--- src/rtl/rom_access_arbiter.sv ---
// Two-port arbiter sharing one instruction ROM between fetch (IF) and data reads (DM).
// Define ROM_ARB_ROUND_ROBIN_EN to alternate on contention; default is fixed IF > DM.
module rom_access_arbiter #(
    parameter int unsigned ADDR_WIDTH = 5,
    parameter int unsigned DATA_WIDTH = 32
) (
    input  logic                  clk,
    input  logic                  reset,
    input  logic                  if_req,
    input  logic [ADDR_WIDTH-1:0] if_addr,
    output logic                  if_gnt,
    output logic                  if_valid,
    input  logic                  if_ready,
    input  logic                  dm_req,
    input  logic [ADDR_WIDTH-1:0] dm_addr,
    output logic                  dm_gnt,
    output logic                  dm_valid,
    input  logic                  dm_ready,
    output logic [DATA_WIDTH-1:0] rsp_data,
    output logic [ADDR_WIDTH-1:0] rom_address,
    output logic                  rom_cs,
    input  logic [DATA_WIDTH-1:0] rom_data
);

    typedef enum logic [1:0] {StIdle, StAccess, StResp} state_e;

    state_e                state_q, state_d;
    logic                  owner_q, owner_d;  // 0: IF, 1: DM
    logic                  if_gnt_q, if_gnt_d;
    logic                  dm_gnt_q, dm_gnt_d;
    logic                  if_valid_q, if_valid_d;
    logic                  dm_valid_q, dm_valid_d;
    logic                  rom_cs_q, rom_cs_d;
    logic [ADDR_WIDTH-1:0] rom_address_q, rom_address_d;
    logic [DATA_WIDTH-1:0] rsp_data_q, rsp_data_d;

    logic any_req;
    logic grant_dm;
    logic do_grant;
    logic owner_ready;
    logic prefer_dm;

`ifdef ROM_ARB_ROUND_ROBIN_EN
    logic last_q, last_d;  // 0: IF served last, 1: DM served last

    assign prefer_dm = ~last_q;

    always_ff @(posedge clk or posedge reset) begin
        if (reset) begin
            last_q <= 1'b1;
        end else begin
            last_q <= last_d;
        end
    end

    always_comb begin
        last_d = last_q;
        if (do_grant) begin
            last_d = grant_dm;
        end
    end
`else
    assign prefer_dm = 1'b0;
`endif

    assign any_req     = if_req | dm_req;
    assign grant_dm    = dm_req & (~if_req | prefer_dm);
    assign owner_ready = owner_q ? dm_ready : if_ready;

    always_comb begin
        state_d       = state_q;
        owner_d       = owner_q;
        if_gnt_d      = 1'b0;
        dm_gnt_d      = 1'b0;
        if_valid_d    = if_valid_q;
        dm_valid_d    = dm_valid_q;
        rom_cs_d      = 1'b0;
        rom_address_d = rom_address_q;
        rsp_data_d    = rsp_data_q;
        do_grant      = 1'b0;

        case (state_q)
            StIdle: begin
                do_grant = any_req;
            end
            StAccess: begin
                rsp_data_d = rom_data;
                if (owner_q) begin
                    dm_valid_d = 1'b1;
                end else begin
                    if_valid_d = 1'b1;
                end
                state_d = StResp;
            end
            StResp: begin
                if (owner_ready) begin
                    if_valid_d = 1'b0;
                    dm_valid_d = 1'b0;
                    do_grant   = any_req;
                    state_d    = StIdle;
                end
            end
            default: begin
                state_d = StIdle;
            end
        endcase

        // Grant path is shared by IDLE and RESP so back-to-back reads lose no cycle.
        if (do_grant) begin
            owner_d       = grant_dm;
            rom_address_d = grant_dm ? dm_addr : if_addr;
            if_gnt_d      = ~grant_dm;
            dm_gnt_d      = grant_dm;
            rom_cs_d      = 1'b1;
            state_d       = StAccess;
        end
    end

    always_ff @(posedge clk or posedge reset) begin
        if (reset) begin
            state_q       <= StIdle;
            owner_q       <= 1'b0;
            if_gnt_q      <= 1'b0;
            dm_gnt_q      <= 1'b0;
            if_valid_q    <= 1'b0;
            dm_valid_q    <= 1'b0;
            rom_cs_q      <= 1'b0;
            rom_address_q <= '0;
            rsp_data_q    <= '0;
        end else begin
            state_q       <= state_d;
            owner_q       <= owner_d;
            if_gnt_q      <= if_gnt_d;
            dm_gnt_q      <= dm_gnt_d;
            if_valid_q    <= if_valid_d;
            dm_valid_q    <= dm_valid_d;
            rom_cs_q      <= rom_cs_d;
            rom_address_q <= rom_address_d;
            rsp_data_q    <= rsp_data_d;
        end
    end

    assign if_gnt      = if_gnt_q;
    assign dm_gnt      = dm_gnt_q;
    assign if_valid    = if_valid_q;
    assign dm_valid    = dm_valid_q;
    assign rom_cs      = rom_cs_q;
    assign rom_address = rom_address_q;
    assign rsp_data    = rsp_data_q;

endmodule
--- config.mk ---
export PLATFORM = sky130hd
export DESIGN_NAME = rom_access_arbiter
export DESIGN_NICKNAME = d
export VERILOG_FILES = /design/src/rtl/rom_access_arbiter.sv
export SDC_FILE = /design/constraint.sdc
export NUM_CORES = 1
export LEC_CHECK = 0
export BUFFER_PORTS_ARGS = -buffer_cell sky130_fd_sc_hd__buf_2
export CAP_MARGIN = 30
export CORE_ASPECT_RATIO = 1.2
export CORE_MARGIN = 2
export CORE_UTILIZATION = 38
export CTS_CLUSTER_SIZE = 10
export DETAILED_ROUTE_END_ITERATION = 8
export PLACE_DENSITY_LB_ADDON = 0.05
export RECOVER_POWER = 100
export SKIP_CTS_REPAIR_TIMING = 1
export SYNTH_ARGS = -nofsm -noshare
export SYNTH_HDL_FRONTEND = slang
export SYNTH_SLANG_ARGS = --single-unit
--- constraint.sdc ---
create_clock -name clk -period 1.57 [get_ports clk]
set_clock_uncertainty 0.05 [all_clocks]
set_input_delay 0.157 -clock clk [delete_from_list [all_inputs] [get_ports clk]]
set_output_delay 0.157 -clock clk [all_outputs]
set_load 0.05 [all_outputs]
==> Yosys cells after proc, flatten, opt, wreduce, memory -nomap -nowiden <==
Cells that the tools add are included.
Widths: inputs -> output; s select.
{ "totals": {"register_bits": 45, "inputBits": 48, "out_inout_bits": 42, "elab_cells": 40} }
{ "classes": {"eq_ne": 7, "n_mux": 15, "n_bitwise": 4, "n_reduce_logical": 5} }
{ "op_table": {"columns": ["cell", "count"], "rows": [
  ["$mux 1", 8],
  ["$ne 2x2->1 const B", 4],
  ["$pmux 1 s2", 3],
  ["$pmux 2 s3", 1],
  ["$reduce_and 3->1", 2],
  ["$mux 5", 1],
  ["$mux 2", 2],
  ["$ne 3x3->1 const B", 1],
  ["$eq 2x1->1 const B", 1],
  ["$eq 2x2->1 const B", 1],
  ["$logic_not 2->1", 1],
  ["$not 1->1", 2],
  ["$reduce_and 2->1", 1],
  ["$reduce_bool 2->1", 1],
  ["$and 1x1->1", 1],
  ["$or 1x1->1", 1]
]} }

==> Depth between registers and ports, before layout <==
Gate-level depths: netlist of the first run.
{ "logic_depth": {"depth_word": 5, "ltp_mapped": 4, "ltp_nobuf": 3} }

==> Least setup slack after synthesis of the first run <==
No wires, ideal clock.
{ "synth_path": {"kind": "register -> register", "startpoint": "register state_q[0]", "endpoint": "register rsp_data_q[1], in the netlist rsp_data[1]", "arrival_ps": 1155, "required_ps": 1395, "path_slack_ps": 240, "path_stages_with_launch": 5, "synth_period_minus_slack_ps": 1330, "path_cell_list": "dfrtp_1 > nor2b_2 > buf_6 > buf_6 > mux2_2"} }
{ "synth_between": {"elab_chain_len": 1} }
{ "synth_lines": {"columns": ["element", "line_no", "rtl"], "rows": [
  ["start: declaration", "27", "state_e state_q, state_d;"],
  ["start signal: assignment", "121", "state_q <= StIdle;"],
  ["start signal: assignment", "131", "state_q <= state_d;"],
  ["$eq 2x1->1", "82", "case (state_q)"],
  ["end signal: assignment", "139", "rsp_data_q <= rsp_data_d;"],
  ["end: declaration", "35", "logic [DATA_WIDTH-1:0] rsp_data_q, rsp_data_d;"]
]} }
No other way between the ends.
A chain may end at the register's enable or synchronous reset.

==> Final worst setup path of the first run <==
{ "layout_path": {"startpoint": "register owner_q", "endpoint": "register owner_q"} }
{ "layout_between": {"elab_chain_len": 3} }
{ "layout_lines": {"columns": ["element", "line_no", "rtl"], "rows": [
  ["start: declaration", "28", "logic owner_q, owner_d;"],
  ["start signal: assignment", "132", "owner_q <= owner_d;"],
  ["$mux 1", "68", "assign owner_ready = owner_q ? dm_ready : if_ready;"],
  ["$mux 1", "96", "if (owner_ready) begin"],
  ["$pmux 1 s2", "82", null]
]} }
No other way between the ends.

==> metrics.txt, run 1 <==
I/O pin cnt 90; post-DP HPWL 2800 microns; core area 4560 sq um; synth top area cells dfrtp_1 63%, mux2_2 19%, buf_6 2.5%; CTS root buffer clkbuf_8; height of the die 79.2 microns; H-Tree Depth 2; area leader, netlist dfrtp_1; Slew HR 50.1%; Setup-failing EPs final 0; crit-path cells mux2i_1 > a21o_1 > o22a_2; gpl congestion 0.710; simple-gate share of the synthesized area 2.79%; area share of fa/ha/maj cells after synthesis 0%; Worst EP required 1.76 ns; commonest non-fill, non-tap cells in the layout 47 x buf_2, 45 x dfrtp_1, 43 x clkbuf_1; total gr overflow 0; TNS Setup 0 ns; outcome finished, final reports clean; Startpoint Class register; first-pass GRT wire length 5990 microns; #FFs+latches synth 45; Final Critical Period 1.38 ns; row cnt 27; initial antenna violation count 0; die outline area 5290 sq um; Via density 4.74; ANT cells 0; non-filler instance count after layout 272; cells after synthesis 116; Buf/Inv on CP 0; Final Hold Viols 0; Worst path slowest cell dfrtp_1; via count of the first global-routing pass 1341; Mean Syn Cell Area 15.5 sq um; TritonCTS clock tree done; area delta synth->final 30.8%; Total Wirelength 3650 microns; Starting Density 39.3%; Syn Nets 164; Worst Setup End Kind register; clock sinks 45; vias 1290; count of different cell masters after synthesis 22; share of post-route cells with drive strength above 1 43.5%; worst skew pair latency 0.29 ns; Final nets 261; main combinational cell family by area after synthesis multiplexers; top cell type's share of synthesized area 62.8%; Final Max Tran Viols 0; post-synthesis xor/xnor area fraction 0%; synthesized area 1790 sq um; Seq/Total Area, Yosys 62.8%; Synth warnings 0; unrepaired setup endpoints after global routing no; Routed WL per cell 13.4 microns; cts bufs inserted 5; compound-cell area share of the yosys netlist 8.72%; cell area after layout 2340 sq um; Initial DRC Count 34; DRC viols 0; IO buf count 89; CP peak stage delay 0.44 ns; Area after DPL 2330 sq um; Max Freq 723 MHz; Initial DRT Pass Iterations 4; Min Hold Slack 0.0329 ns; fin crit share 88.1%; clk buf depth 2; mux cell area share after synthesis 21.9%; measured slew at the worst slew-check pin 0.747 ns; Worst Path Arrival 1.57 ns; Cells after DPL 263; class of the most critical setup path reg2reg; CP top delay family compound AO/OA/AOI/OAI gates; largest net degree at the start of global routing 27; commonest non-fill, non-tap cell in the layout buf_2; Overall Global Routing Usage 15.0%; maximum fanout along the worst path 8; ANT nets after route 0; Max-Cap Viols 0; clock slew at reported path FFs 0.08 ns; Die Wd 66.7 microns; Min-Delay Path Class in2reg
per-layer routing:
layer / share of wire (%) / global-route usage (%) / vias to the layer above / wire [microns]
met4: 1.5 / 6.73 / 0 / 53
met1: 40 / 16.6 / 630 / 1440
met5: 0 / 0 / - / 0
met2: 52 / 25.8 / 53 / 1900
met3: 7.0 / 5.10 / 4 / 255
li1: - / - / 603 / -
cell families (layout without fill, tap and decap cells):
| family | after synthesis | count (layout) |
|---|---|---|
| flops | 45 | 45 |
| compound gates | 18 | 18 |
| simple gates | 9 | 9 |
| buf+inv | 10 | 108 |
| mux | 34 | 34 |
synthesized netlist by cell type:
master	number
o2bb2ai_1	5
mux2i_1	1
a22oi_1	5
nor2_1	2
buf_6	4
nor2b_1	2
a21o_2	2
mux2_4	3
a21oi_1	1
buf_1	1
mux2_2	30
inv_1	5
dfrtp_1	45
a211o_4	1
nand2b_1	1
nand2_1	1
o22a_2	1
nor3_1	1
o21bai_1	1
nor2b_2	1
a22o_1	2
or2_2	1
worst reg2reg max path: stages, from the launching register on:
cell	delay [ns]
dfrtp_1	0.44
mux2i_1	0.34
a21o_1	0.32
o22a_2	0.18
final timing paths:
| kind | from | to | slack, ns | depth (start not counted) |
|---|---|---|---|---|
| max | owner_q | owner_q | 0.19 | 3 |
| min | rom_data[5] | rsp_data[5] | 0.03 | 2 |
| max reg2reg | owner_q | owner_q | 0.19 | 3 |
| min reg2reg | rsp_data[5] | rsp_data[5] | 0.44 | 1 |
| max in group asynchronous | reset | rom_address[3] | 0.39 | 4 |
| min in group asynchronous | reset | rsp_data[30] | 0.50 | 3 |
sequential cells by signal (all words and copies together), names as in the netlist:
signal and flops:
rom_cs 1, owner_q 1, rsp_data 32, rom_address 5
state_q 2, if_valid 1, dm_valid 1, dm_gnt 1
if_gnt 1
stage by stage:
step	worst slack, ns	utilization (%)
2_1_floorplan	0.240	-
3_5_place_dp	0.235	51.1
4_1_cts	0.230	53.0
6_report	0.187	51.4
3_3_place_gp	0.284	51.1
5_1_grt	0.0854	51.4
area by class of cell:
cell class	count	area, sq um
tap	58	72.6
fill	443	2220
multi-input combinational	61	592
timing repair buffer	95	449
sequential	45	1130
inverter	5	18.8
clock inverter	3	17.5
clock buffer	5	68.8
Power of run 1 is not shown: default switching activity piles up to over one toggle a cycle in this logic, so the estimate is an artifact.
==> run 2: changes to the inputs <==
CELL_PAD_IN_SITES_DETAIL_PLACEMENT = 0   (was not set)
CELL_PAD_IN_SITES_GLOBAL_PLACEMENT = 1   (was not set)
CORE_UTILIZATION = 35   (was 38)
HOLD_SLACK_MARGIN = 0.08   (was not set)
==> metrics.txt, run 2 (same netlist as run 1, synthesis figures left out) <==
worst hold stages 3 (+1); Final Critical Period 1.37 ns (-0.00859 ns); unrepaired setup endpoints after global routing no; die outline area 5710 sq um (+8.1%); R2R Path Start state_q[0]; vias 1359 (+5.3%); Worst Path Arrival 1.50 ns (-0.07 ns); P_leak 1.21 nW; measured slew at the worst slew-check pin 0.768 ns (+0.0206 ns); cell area after layout 2670 sq um (+14%); Setup-failing EPs final 0 (unchanged); TritonCTS clock tree done; Starting Density 36.3% (-3.0 points); post-route setup slack 0.195 ns (+0.00859 ns); worst skew pair latency 0.28 ns (about the same); Slew HR 48.8% (-1.4 points); commonest non-fill, non-tap cell in the layout buf_2; row cnt 28 (+3.7%); area delta synth->final 48.8%; Initial DRC Count 42 (+24%); share of post-route cells with drive strength above 1 37.8% (-5.7 points); CTS root buffer clkbuf_8; via count of the first global-routing pass 1324 (-1.3%); fill count 450 (+1.6%); R2R setup slack 0.20 ns (about the same); worst vdd ir 936 uV; Cell Pwr Density 2370 nW/um^2; cts bufs inserted 5 (unchanged); number of flip-flops under the largest register name 32 (unchanged); fin crit share 87.6% (-0.55 points); gpl congestion 0.710 (about the same); post-DP HPWL 2790 microns (-0.19%); worst reg2reg path endpoint rsp_data[17]; Worst path slowest cell mux2_2; Final Hold Viols 0 (unchanged); hold endpoint rom_address[2]; outcome finished, final reports clean; first-pass GRT wire length 5930 microns (-1.0%); Overall Global Routing Usage 13.2% (-1.8 points); Place WS 0.244 ns (+0.00894 ns); clock slew at reported path FFs 0.08 ns (about the same); maximum fanout along the worst path 20 (+12); initial antenna violation count 0 (unchanged); ANT nets after route 0 (unchanged); Initial DRT Pass Iterations 2 (-2); r2r worst-path depth 3 (unchanged); Final nets 293 (+12%); clk buf depth 2 (unchanged); core area 4940 sq um (+8.3%); I/O pin cnt 90 (unchanged); Worst Setup End Kind register; CP top delay family multiplexers; IO buf count 89 (unchanged); Via density 4.44 (-6.4%); DRC viols 0 (unchanged); Worst EP required 1.70 ns (-0.06 ns); height of the die 82.4 microns (+4.0%); Buf/Inv on CP 1 (+1); min-delay src dm_addr[2]; Startpoint Class register; Area after DPL 2330 sq um (+0.11%); Routed WL per cell 12.5 microns (-6.8%); commonest non-fill, non-tap cells in the layout 47 x buf_2, 45 x dfrtp_1, 43 x clkbuf_1; ANT cells 0 (unchanged); Min-Delay Path Class in2reg; Max Freq 727 MHz (+0.63%); largest net degree at the start of global routing 26 (-3.7%); class of the most critical setup path reg2reg; H-Tree Depth 2 (unchanged); Max-Cap Viols 0 (unchanged); Die Wd 69.3 microns (+3.9%); CP peak stage delay 0.38 ns (-0.06 ns); clock sinks 45 (unchanged); Total Wirelength 3830 microns (+4.8%); crit-path cells nor2b_4 > clkbuf_4 > mux2_2; TNS Setup 0 ns (unchanged); Final Max Tran Viols 0 (unchanged); total gr overflow 0 (unchanged)
run 2: cell types whose count changed in the layout (fill, tap and decap cells not counted), sizes merged:
cell / delta
dlygate4sd3: +32
run 2: per-stage QoR:
step | utilization [%] | std cells | hold slack (ns) | power (mW)
finish | 54.0 | 306 | 0.113 | 6.34
global route | 54.0 | 306 | 0.120 | 6.72
CTS | 49.0 | 273 | -0.183 | 6.61
detailed placement | 47.2 | 265 | 0.134 | 5.92
global placement | 47.2 | 265 | 0.134 | 5.85
floorplan | - | 116 | 0.255 | 5.06
run 2: cell type report:
class | instances | area [sq um] | share of cell area (%)
Clock buffer | 5 | 68.8 | 2.58
Clock inverter | 3 | 17.5 | 0.657
Inverter | 5 | 18.8 | 0.704
Multi-Input combinational cell | 61 | 592 | 22.2
Sequential cell | 45 | 1130 | 42.2
Tap cell | 60 | 75.1 | 2.81
Timing Repair Buffer | 127 | 769 | 28.8
run 2: routing by layer:
| layer | GRT usage [%] | vias up | routed length, microns | part of all wire [%] |
|---|---|---|---|---|
| li1 | - | 665 | - | - |
| met1 | 14.3 | 641 | 1630 | 42 |
| met2 | 24.1 | 49 | 1970 | 51 |
| met3 | 4.73 | 4 | 210 | 5.5 |
| met4 | 4.71 | 0 | 25 | 0.65 |
| met5 | 0 | - | 0 | 0 |
run 2: worst min-delay path, stage by stage:
cell and delay (ns):
buf_2 0.08, a22oi_1 0.06, o2bb2ai_1 0.13
run 2: power by group:
part	total [mW]	internal, mW	switching, mW
registers	2.03	1.73	0.297
logic	3.64	1.01	2.62
clock network	0.667	0.307	0.361
run 2: worst max path at each step:
stage / from / end / depth (start not counted) / slack (ns)
floorplan: state_q[0] / rsp_data[1] / 4 / 0.24
global placement: owner_q / rom_address[2] / 3 / 0.29
detailed placement: state_q[1] / rsp_data[3] / 3 / 0.24
CTS: state_q[1] / rsp_data[27] / 3 / 0.24
global route: owner_q / owner_q / 3 / 0.11
finish: state_q[0] / rsp_data[17] / 3 / 0.20
Power figures use the tool's default switching activity.
